--- config.mk ---
export PLATFORM = sky130hd
export DESIGN_NAME = ex_mem_reg_ctrl
export DESIGN_NICKNAME = d
export VERILOG_FILES = /design/src/rtl/ex_mem_reg_ctrl_pkg.sv /design/src/rtl/ex_mem_reg_ctrl_mem_req_fsm.sv /design/src/rtl/ex_mem_reg_ctrl.sv
export SDC_FILE = /design/constraint.sdc
export NUM_CORES = 1
export LEC_CHECK = 0
export BUFFER_PORTS_ARGS = -buffer_cell sky130_fd_sc_hd__buf_2
export CORE_AREA = 3 3 121 123
export DETAILED_ROUTE_END_ITERATION = 8
export DIE_AREA = 0 0 124 126
export PLACE_DENSITY = 0.71
export SYNTH_ARGS = -nofsm -noshare
export SYNTH_HDL_FRONTEND = slang
export SYNTH_SLANG_ARGS = --single-unit
--- constraint.sdc ---
create_clock -name CLK -period 3.24 [get_ports CLK]
set_clock_uncertainty 0.15 [all_clocks]
set_input_delay 0 -clock CLK [delete_from_list [all_inputs] [get_ports CLK]]
set_output_delay 0 -clock CLK [all_outputs]
set_load 0.005 [all_outputs]
--- src/rtl/ex_mem_reg_ctrl_pkg.sv ---
// Shared types for the EX/MEM boundary: datapath words, write-back source select
// and the data-memory request controller states.
package ex_mem_reg_ctrl_pkg;

    localparam int WORD_BITS = 32;
    localparam int REG_BITS  = 5;

    typedef logic [WORD_BITS-1:0] word_t;
    typedef logic [REG_BITS-1:0]  regbits_t;

    typedef enum logic [1:0] {
        RD_ALU = 2'd0,
        RD_MEM = 2'd1,
        RD_PC4 = 2'd2,
        RD_LUI = 2'd3
    } reg_dest_mux_selection;

    typedef enum logic [1:0] {
        IDLE   = 2'd0,
        WAIT   = 2'd1,
        HALTED = 2'd2
    } mem_ctrl_state_t;

    // A simultaneous load+store request resolves to the store alone: {ren, wen}.
    function automatic logic [1:0] store_wins(input logic ren, input logic wen);
        return {ren & ~wen, wen};
    endfunction

endpackage

--- src/rtl/ex_mem_reg_ctrl_mem_req_fsm.sv ---
// Data-memory request controller: tracks the outstanding access, generates the
// cache strobes, the upstream stall and the stall-cycle counter.
module mem_req_fsm
    import ex_mem_reg_ctrl_pkg::*;
#(
    parameter int CNT_W = 32
) (
    input  logic            CLK,
    input  logic            nRST,
    input  logic            enable,
    input  logic            flush,
    input  logic            dren_in,
    input  logic            dwen_in,
    input  logic            halt_in,
    input  logic            dren_q,
    input  logic            dwen_q,
    input  logic            dhit,
    output logic            advance,
    output logic            mem_busy,
    output logic            dmemREN,
    output logic            dmemWEN,
    output logic [CNT_W-1:0] stall_cnt,
    output mem_ctrl_state_t state
);

    mem_ctrl_state_t state_r;
    mem_ctrl_state_t next_state_s;
    logic            take_new_s;
    logic            new_mem_op_s;
    logic [CNT_W-1:0] stall_cnt_r;

    assign mem_busy     = (state_r == WAIT) && !dhit;
    assign dmemREN      = (state_r == WAIT) && dren_q;
    assign dmemWEN      = (state_r == WAIT) && dwen_q;
    assign advance      = enable && !mem_busy && (state_r != HALTED);
    assign take_new_s   = advance && !flush;
    assign new_mem_op_s = dren_in || dwen_in;
    assign stall_cnt    = stall_cnt_r;
    assign state        = state_r;

    // Next-state selection; halt takes precedence over a co-issued memory op.
    always_comb begin
        next_state_s = state_r;
        case (state_r)
            IDLE: begin
                if (take_new_s && halt_in) begin
                    next_state_s = HALTED;
                end else if (take_new_s && new_mem_op_s) begin
                    next_state_s = WAIT;
                end else begin
                    next_state_s = IDLE;
                end
            end
            WAIT: begin
                if (!dhit) begin
                    next_state_s = WAIT;
                end else if (take_new_s && halt_in) begin
                    next_state_s = HALTED;
                end else if (take_new_s && new_mem_op_s) begin
                    next_state_s = WAIT;
                end else begin
                    next_state_s = IDLE;
                end
            end
            HALTED:  next_state_s = HALTED;
            default: next_state_s = IDLE;
        endcase
    end

    // State register.
    always_ff @(posedge CLK or negedge nRST) begin
        if (!nRST) begin
            state_r <= IDLE;
        end else begin
            state_r <= next_state_s;
        end
    end

    // Saturating count of stalled cycles.
    always_ff @(posedge CLK or negedge nRST) begin
        if (!nRST) begin
            stall_cnt_r <= {CNT_W{1'b0}};
        end else if (mem_busy && (stall_cnt_r != {CNT_W{1'b1}})) begin
            stall_cnt_r <= stall_cnt_r + {{(CNT_W-1){1'b0}}, 1'b1};
        end
    end

endmodule

--- src/rtl/ex_mem_reg_ctrl.sv ---
// EX/MEM pipeline register with the data-memory request controller attached;
// fields only move when the stage may advance, and halt freezes everything.
module ex_mem_reg_ctrl
    import ex_mem_reg_ctrl_pkg::*;
#(
    parameter int WORD_W = 32,
    parameter int REG_W  = 5,
    parameter int CNT_W  = 32
) (
    input  logic                  CLK,
    input  logic                  nRST,
    input  logic                  enable_EX_MEM,
    input  logic                  flush_EX_MEM,
    input  logic                  dREN_ID_EX,
    input  logic                  dWEN_ID_EX,
    input  logic                  WEN_ID_EX,
    input  logic                  halt_ID_EX,
    input  reg_dest_mux_selection reg_dest_ID_EX,
    input  logic [WORD_W-1:0]     alu_result,
    input  logic [WORD_W-1:0]     rdat2_ID_EX,
    input  logic [REG_W-1:0]      wsel,
    input  logic                  dhit,
    input  logic [WORD_W-1:0]     dmemload,
    output logic                  dREN_EX_MEM,
    output logic                  dWEN_EX_MEM,
    output logic                  WEN_EX_MEM,
    output logic                  halt_EX_MEM,
    output reg_dest_mux_selection reg_dest_EX_MEM,
    output logic [WORD_W-1:0]     alu_result_EX_MEM,
    output logic [WORD_W-1:0]     store_data_EX_MEM,
    output logic [REG_W-1:0]      wsel_EX_MEM,
    output logic                  dmemREN,
    output logic                  dmemWEN,
    output logic [WORD_W-1:0]     dmemaddr,
    output logic [WORD_W-1:0]     dmemstore,
    output logic [WORD_W-1:0]     mem_rdata,
    output logic                  mem_busy,
    output logic [CNT_W-1:0]      stall_cnt
);

    logic            advance_s;
    mem_ctrl_state_t state_s;
    logic [1:0]      rw_s;

    assign rw_s      = store_wins(dREN_ID_EX, dWEN_ID_EX);
    assign dmemaddr  = alu_result_EX_MEM;
    assign dmemstore = store_data_EX_MEM;
    assign mem_rdata = dmemload;

    mem_req_fsm #(.CNT_W(CNT_W)) u_fsm (
        .CLK       (CLK),
        .nRST      (nRST),
        .enable    (enable_EX_MEM),
        .flush     (flush_EX_MEM),
        .dren_in   (dREN_ID_EX),
        .dwen_in   (dWEN_ID_EX),
        .halt_in   (halt_ID_EX),
        .dren_q    (dREN_EX_MEM),
        .dwen_q    (dWEN_EX_MEM),
        .dhit      (dhit),
        .advance   (advance_s),
        .mem_busy  (mem_busy),
        .dmemREN   (dmemREN),
        .dmemWEN   (dmemWEN),
        .stall_cnt (stall_cnt),
        .state     (state_s)
    );

    // Pipeline fields; a completed access not followed by an advance drops its request bits.
    always_ff @(posedge CLK or negedge nRST) begin
        if (!nRST) begin
            dREN_EX_MEM       <= 1'b0;
            dWEN_EX_MEM       <= 1'b0;
            WEN_EX_MEM        <= 1'b0;
            halt_EX_MEM       <= 1'b0;
            reg_dest_EX_MEM   <= RD_ALU;
            alu_result_EX_MEM <= {WORD_W{1'b0}};
            store_data_EX_MEM <= {WORD_W{1'b0}};
            wsel_EX_MEM       <= {REG_W{1'b0}};
        end else if (advance_s) begin
            if (flush_EX_MEM) begin
                dREN_EX_MEM       <= 1'b0;
                dWEN_EX_MEM       <= 1'b0;
                WEN_EX_MEM        <= 1'b0;
                halt_EX_MEM       <= 1'b0;
                reg_dest_EX_MEM   <= RD_ALU;
                alu_result_EX_MEM <= {WORD_W{1'b0}};
                store_data_EX_MEM <= {WORD_W{1'b0}};
                wsel_EX_MEM       <= {REG_W{1'b0}};
            end else begin
                dREN_EX_MEM       <= rw_s[1];
                dWEN_EX_MEM       <= rw_s[0];
                WEN_EX_MEM        <= WEN_ID_EX;
                halt_EX_MEM       <= halt_ID_EX;
                reg_dest_EX_MEM   <= reg_dest_ID_EX;
                alu_result_EX_MEM <= alu_result;
                store_data_EX_MEM <= rdat2_ID_EX;
                wsel_EX_MEM       <= wsel;
            end
        end else if ((state_s == WAIT) && dhit) begin
            dREN_EX_MEM <= 1'b0;
            dWEN_EX_MEM <= 1'b0;
        end
    end

endmodule

==> impl_metrics.ini <==
[outcome]
run_status = complete, no violations

[sta]
final_period_minus_worst_setup_slack_ns = 2.33
max_freq_mhz = 429
timing.final.crit_share = 0.720
maxSlewViolCount = 0
report.final.setup_viol = 0
worst-slew-pin-transition_ns = 0.873
max_slew_margin = 0.417
rsz0062_at_grt = no
fin_tns_setup_ns = 0
final_hold_viol_count = 0

[clock_network]
clk_root_buffer_cell = sky130_fd_sc_hd__clkbuf_16
path_clk_slew_ns = 0.07
post_cts_setup_buffer_count = 0
cts_sinks = 109
clock_insertion_delay_worst_skew_ns = 0.35
cts_buffers = 9
post_cts.resized_instances = 0
h_tree_lvl_count = 3
tritoncts = yes
clock_tree.buffer_depth = 2

[final_layout]
final_cell_count_no_fill = 1026
post-route-cell-area_um2 = 7540
layout-drive-gt1-share = 0.333
area_delta_synth_final_pct = 40.5
final_cell_utilization_of_the_core = 0.547
final_net_count = 955
antenna-diode-count = 0

[pwr]
total_leakage_power_nw = 4.01
peakVddDrop_mv = 0.363
power.density_nw_per_um2 = 611

[yosys]
count_of_flip_flops_with_a_built_in_enable_after_synthesis = 0
synthTopCellsByCount = sky130_fd_sc_hd__nand2_1, sky130_fd_sc_hd__dfrtp_1, sky130_fd_sc_hd__buf_4
netlist_area_before_placement_um2 = 5360
post-synth-top-area-fraction = 0.509
yosysTopAreaCell = sky130_fd_sc_hd__dfrtp_1
synthesis.nets = 693
leading_register_cell_type_out_of_synthesis = sky130_fd_sc_hd__dfrtp_1
postSynthAreaPerCell_um2 = 9.25
ys_seq_area_frac = 0.509
synth.ff_latch_count = 109
synth_cell_type_count = 39
share_of_synthesized_flip_flops_with_an_asynchronous_set_or_reset = 1.00
synth_area_leaders = sky130_fd_sc_hd__dfrtp_1, sky130_fd_sc_hd__buf_4, sky130_fd_sc_hd__nand2_1
yosys.cell_count.top_type = sky130_fd_sc_hd__nand2_1
ys.warnings.count = 0
post_synth_inst_count = 580

[placed_design]
routabilityCongestion = 0.756
dp_hpwl_um = 9800
io_buffer_count = 253
placed_cells = 897
placedInstanceArea_um2 = 6120

[critical_path]
critical_path_class = flip-flop to flip-flop
r2r-start = u_fsm.stall_cnt[0]
worstSetupEndpoint = u_fsm.stall_cnt[1]
critical-path-max-stage-delay_ns = 0.43
critical_path.max_fanout = 7
critical_path.cell_chain = ha_1 > and4_1 > and3_1 > nand4_1 > nand2_1 > mux2_2
r2r_path_end = u_fsm.stall_cnt[1]
critical_path.slowest_cell = sky130_fd_sc_hd__dfrtp_1
worst-r2r-setup-slack_ns = 0.91
worstPathRequired_ns = 3.32
r2r.worst_path.cells = 6
critPathCaptureType = flip-flop
worst_ep_arrival_time_ns = 2.41
crit_start = u_fsm.stall_cnt[0]
startpoint_type = flip-flop

[floorplan]
initial_utilization = 0.389
die_w_um = 124
io-pin-count = 318
dieHeight_um = 126
core-area_um2 = 13800
number_of_rows_created_at_floorplan = 43
dieArea_um2 = 15600

[route]
drt-initial-drc-count = 181
drt_pass1_iterations = 4
finalWirelength_um = 14900
wire_per_inst_um = 14.5
remaining_drc_errors = 0
route.antenna.remaining_nets = 0
via_count = 4800
vias_per_cell = 4.68

[run]
max_cap_viol_count = 0

[global_routing]
number_of_global_route_vias_before_repair = 4528
grt_max_degree = 85
grt_pass1_wl_um = 23000
grt_antenna_before_repair = 0
grt_overflow = 0
total_routing_usage_reported_by_global_routing = 0.184

[min_path]
hp-class = input port to flip-flop
report_power, final:
part | leakage (nW) | internal (mW) | switching (mW) | total (mW)
Clock | 0.135 | 0.560 | 0.476 | 1.04
Sequential | 1.45 | 1.78 | 0.323 | 2.11
Combinational | 2.42 | 0.785 | 0.676 | 1.46
Total | 4.01 | 3.13 | 1.48 | 4.60
placed cells by master (no fill, tap or decap), types with 2 or more instances in the layout:
master	instances
sky130_fd_sc_hd__a21oi_1	3
sky130_fd_sc_hd__and2_1	6
sky130_fd_sc_hd__and3_1	7
sky130_fd_sc_hd__and4_1	4
sky130_fd_sc_hd__buf_12	2
sky130_fd_sc_hd__buf_2	252
sky130_fd_sc_hd__buf_4	4
sky130_fd_sc_hd__clkbuf_16	9
sky130_fd_sc_hd__clkbuf_8	2
sky130_fd_sc_hd__dfrtp_1	109
sky130_fd_sc_hd__dlygate4sd3_1	114
sky130_fd_sc_hd__inv_1	2
sky130_fd_sc_hd__nand2_1	160
sky130_fd_sc_hd__nand3_1	13
sky130_fd_sc_hd__nand4_1	12
sky130_fd_sc_hd__nor2_1	8
sky130_fd_sc_hd__nor3_1	4
sky130_fd_sc_hd__o211ai_1	3
sky130_fd_sc_hd__o21ai_0	78
sky130_fd_sc_hd__xnor2_1	23
sky130_fd_sc_hd__xor2_1	5
how the worst min path moves through the flow:
stage | from | end | slack, ns | depth (start not counted)
after global routing | enable_EX_MEM | dmemstore[13] | 0.08 | 3
after detailed placement | dmemload[0] | mem_rdata[0] | -0.15 | 0
after CTS | enable_EX_MEM | dmemstore[8] | 0.02 | 3
final | enable_EX_MEM | dmemstore[8] | 0.05 | 3
after global placement | dmemload[0] | mem_rdata[0] | -0.15 | 0
after floorplan | nRST | WEN_EX_MEM | -0.45 | 0
through the flow:
step | hold slack [ns] | setup slack (ns) | total power [mW]
2_1_floorplan | -0.446 | 1.09 | 3.00
3_3_place_gp | -0.150 | 0.916 | 3.43
3_5_place_dp | -0.150 | 0.924 | 3.47
4_1_cts | 0.0230 | 0.893 | 4.65
5_1_grt | 0.0830 | 0.753 | 4.95
6_report | 0.0453 | 0.907 | 4.60
logic make-up after synthesis:
family	count (synthesis)	synth area share
XOR/XNOR	28	0.0457
multiplexers	2	0.00397
flip-flops	109	0.509
adder cells (fa/ha/maj)	1	0.00233
AO/OA/AOI/OAI	87	0.0875
buffers and inverters	124	0.154
AND/OR/NAND/NOR	229	0.198
registers in the layout, summed over array words and instances, names as in the netlist:
register and cells:
u_fsm.state 2, halt_EX_MEM 1, wsel_EX_MEM 5, dmemstore 32, WEN_EX_MEM 1, alu_result_EX_MEM 32, dREN_EX_MEM 1, dWEN_EX_MEM 1
reg_dest_EX_MEM 2, u_fsm.stall_cnt 32
worst max-delay path: cells and delay by family, from the launching register on:
family / cells / cell delay, ns
muxes: 1 / 0.34
and+or+nand+nor: 4 / 1.06
DFF: 1 / 0.43
adders and majority gates: 1 / 0.24
cell type report:
type / instances / area (um^2)
clock inverters: 3 / 21.3
repair buffers: 372 / 2470
multi-input cells: 347 / 1820
inverters: 3 / 11.3
fillers: 1230 / 6240
clock buffers: 12 / 256
flip-flops and latches: 109 / 2730
well taps: 180 / 225
metal layers:
metal,vias up,share of wire,GRT usage,wire [um]
li1,2332,-,-,-
met1,2246,0.40,0.217,5900
met2,205,0.51,0.329,7650
met3,17,0.072,0.0463,1070
met4,0,0.016,0.0522,234
met5,-,0,0,0
timing repair:
action                                  in CTS  in global routing
endpoints found under the setup margin       0                  0
endpoints found under the hold margin      162                  0
hold buffers                               114                  0
(Power assumes the default switching activity.)
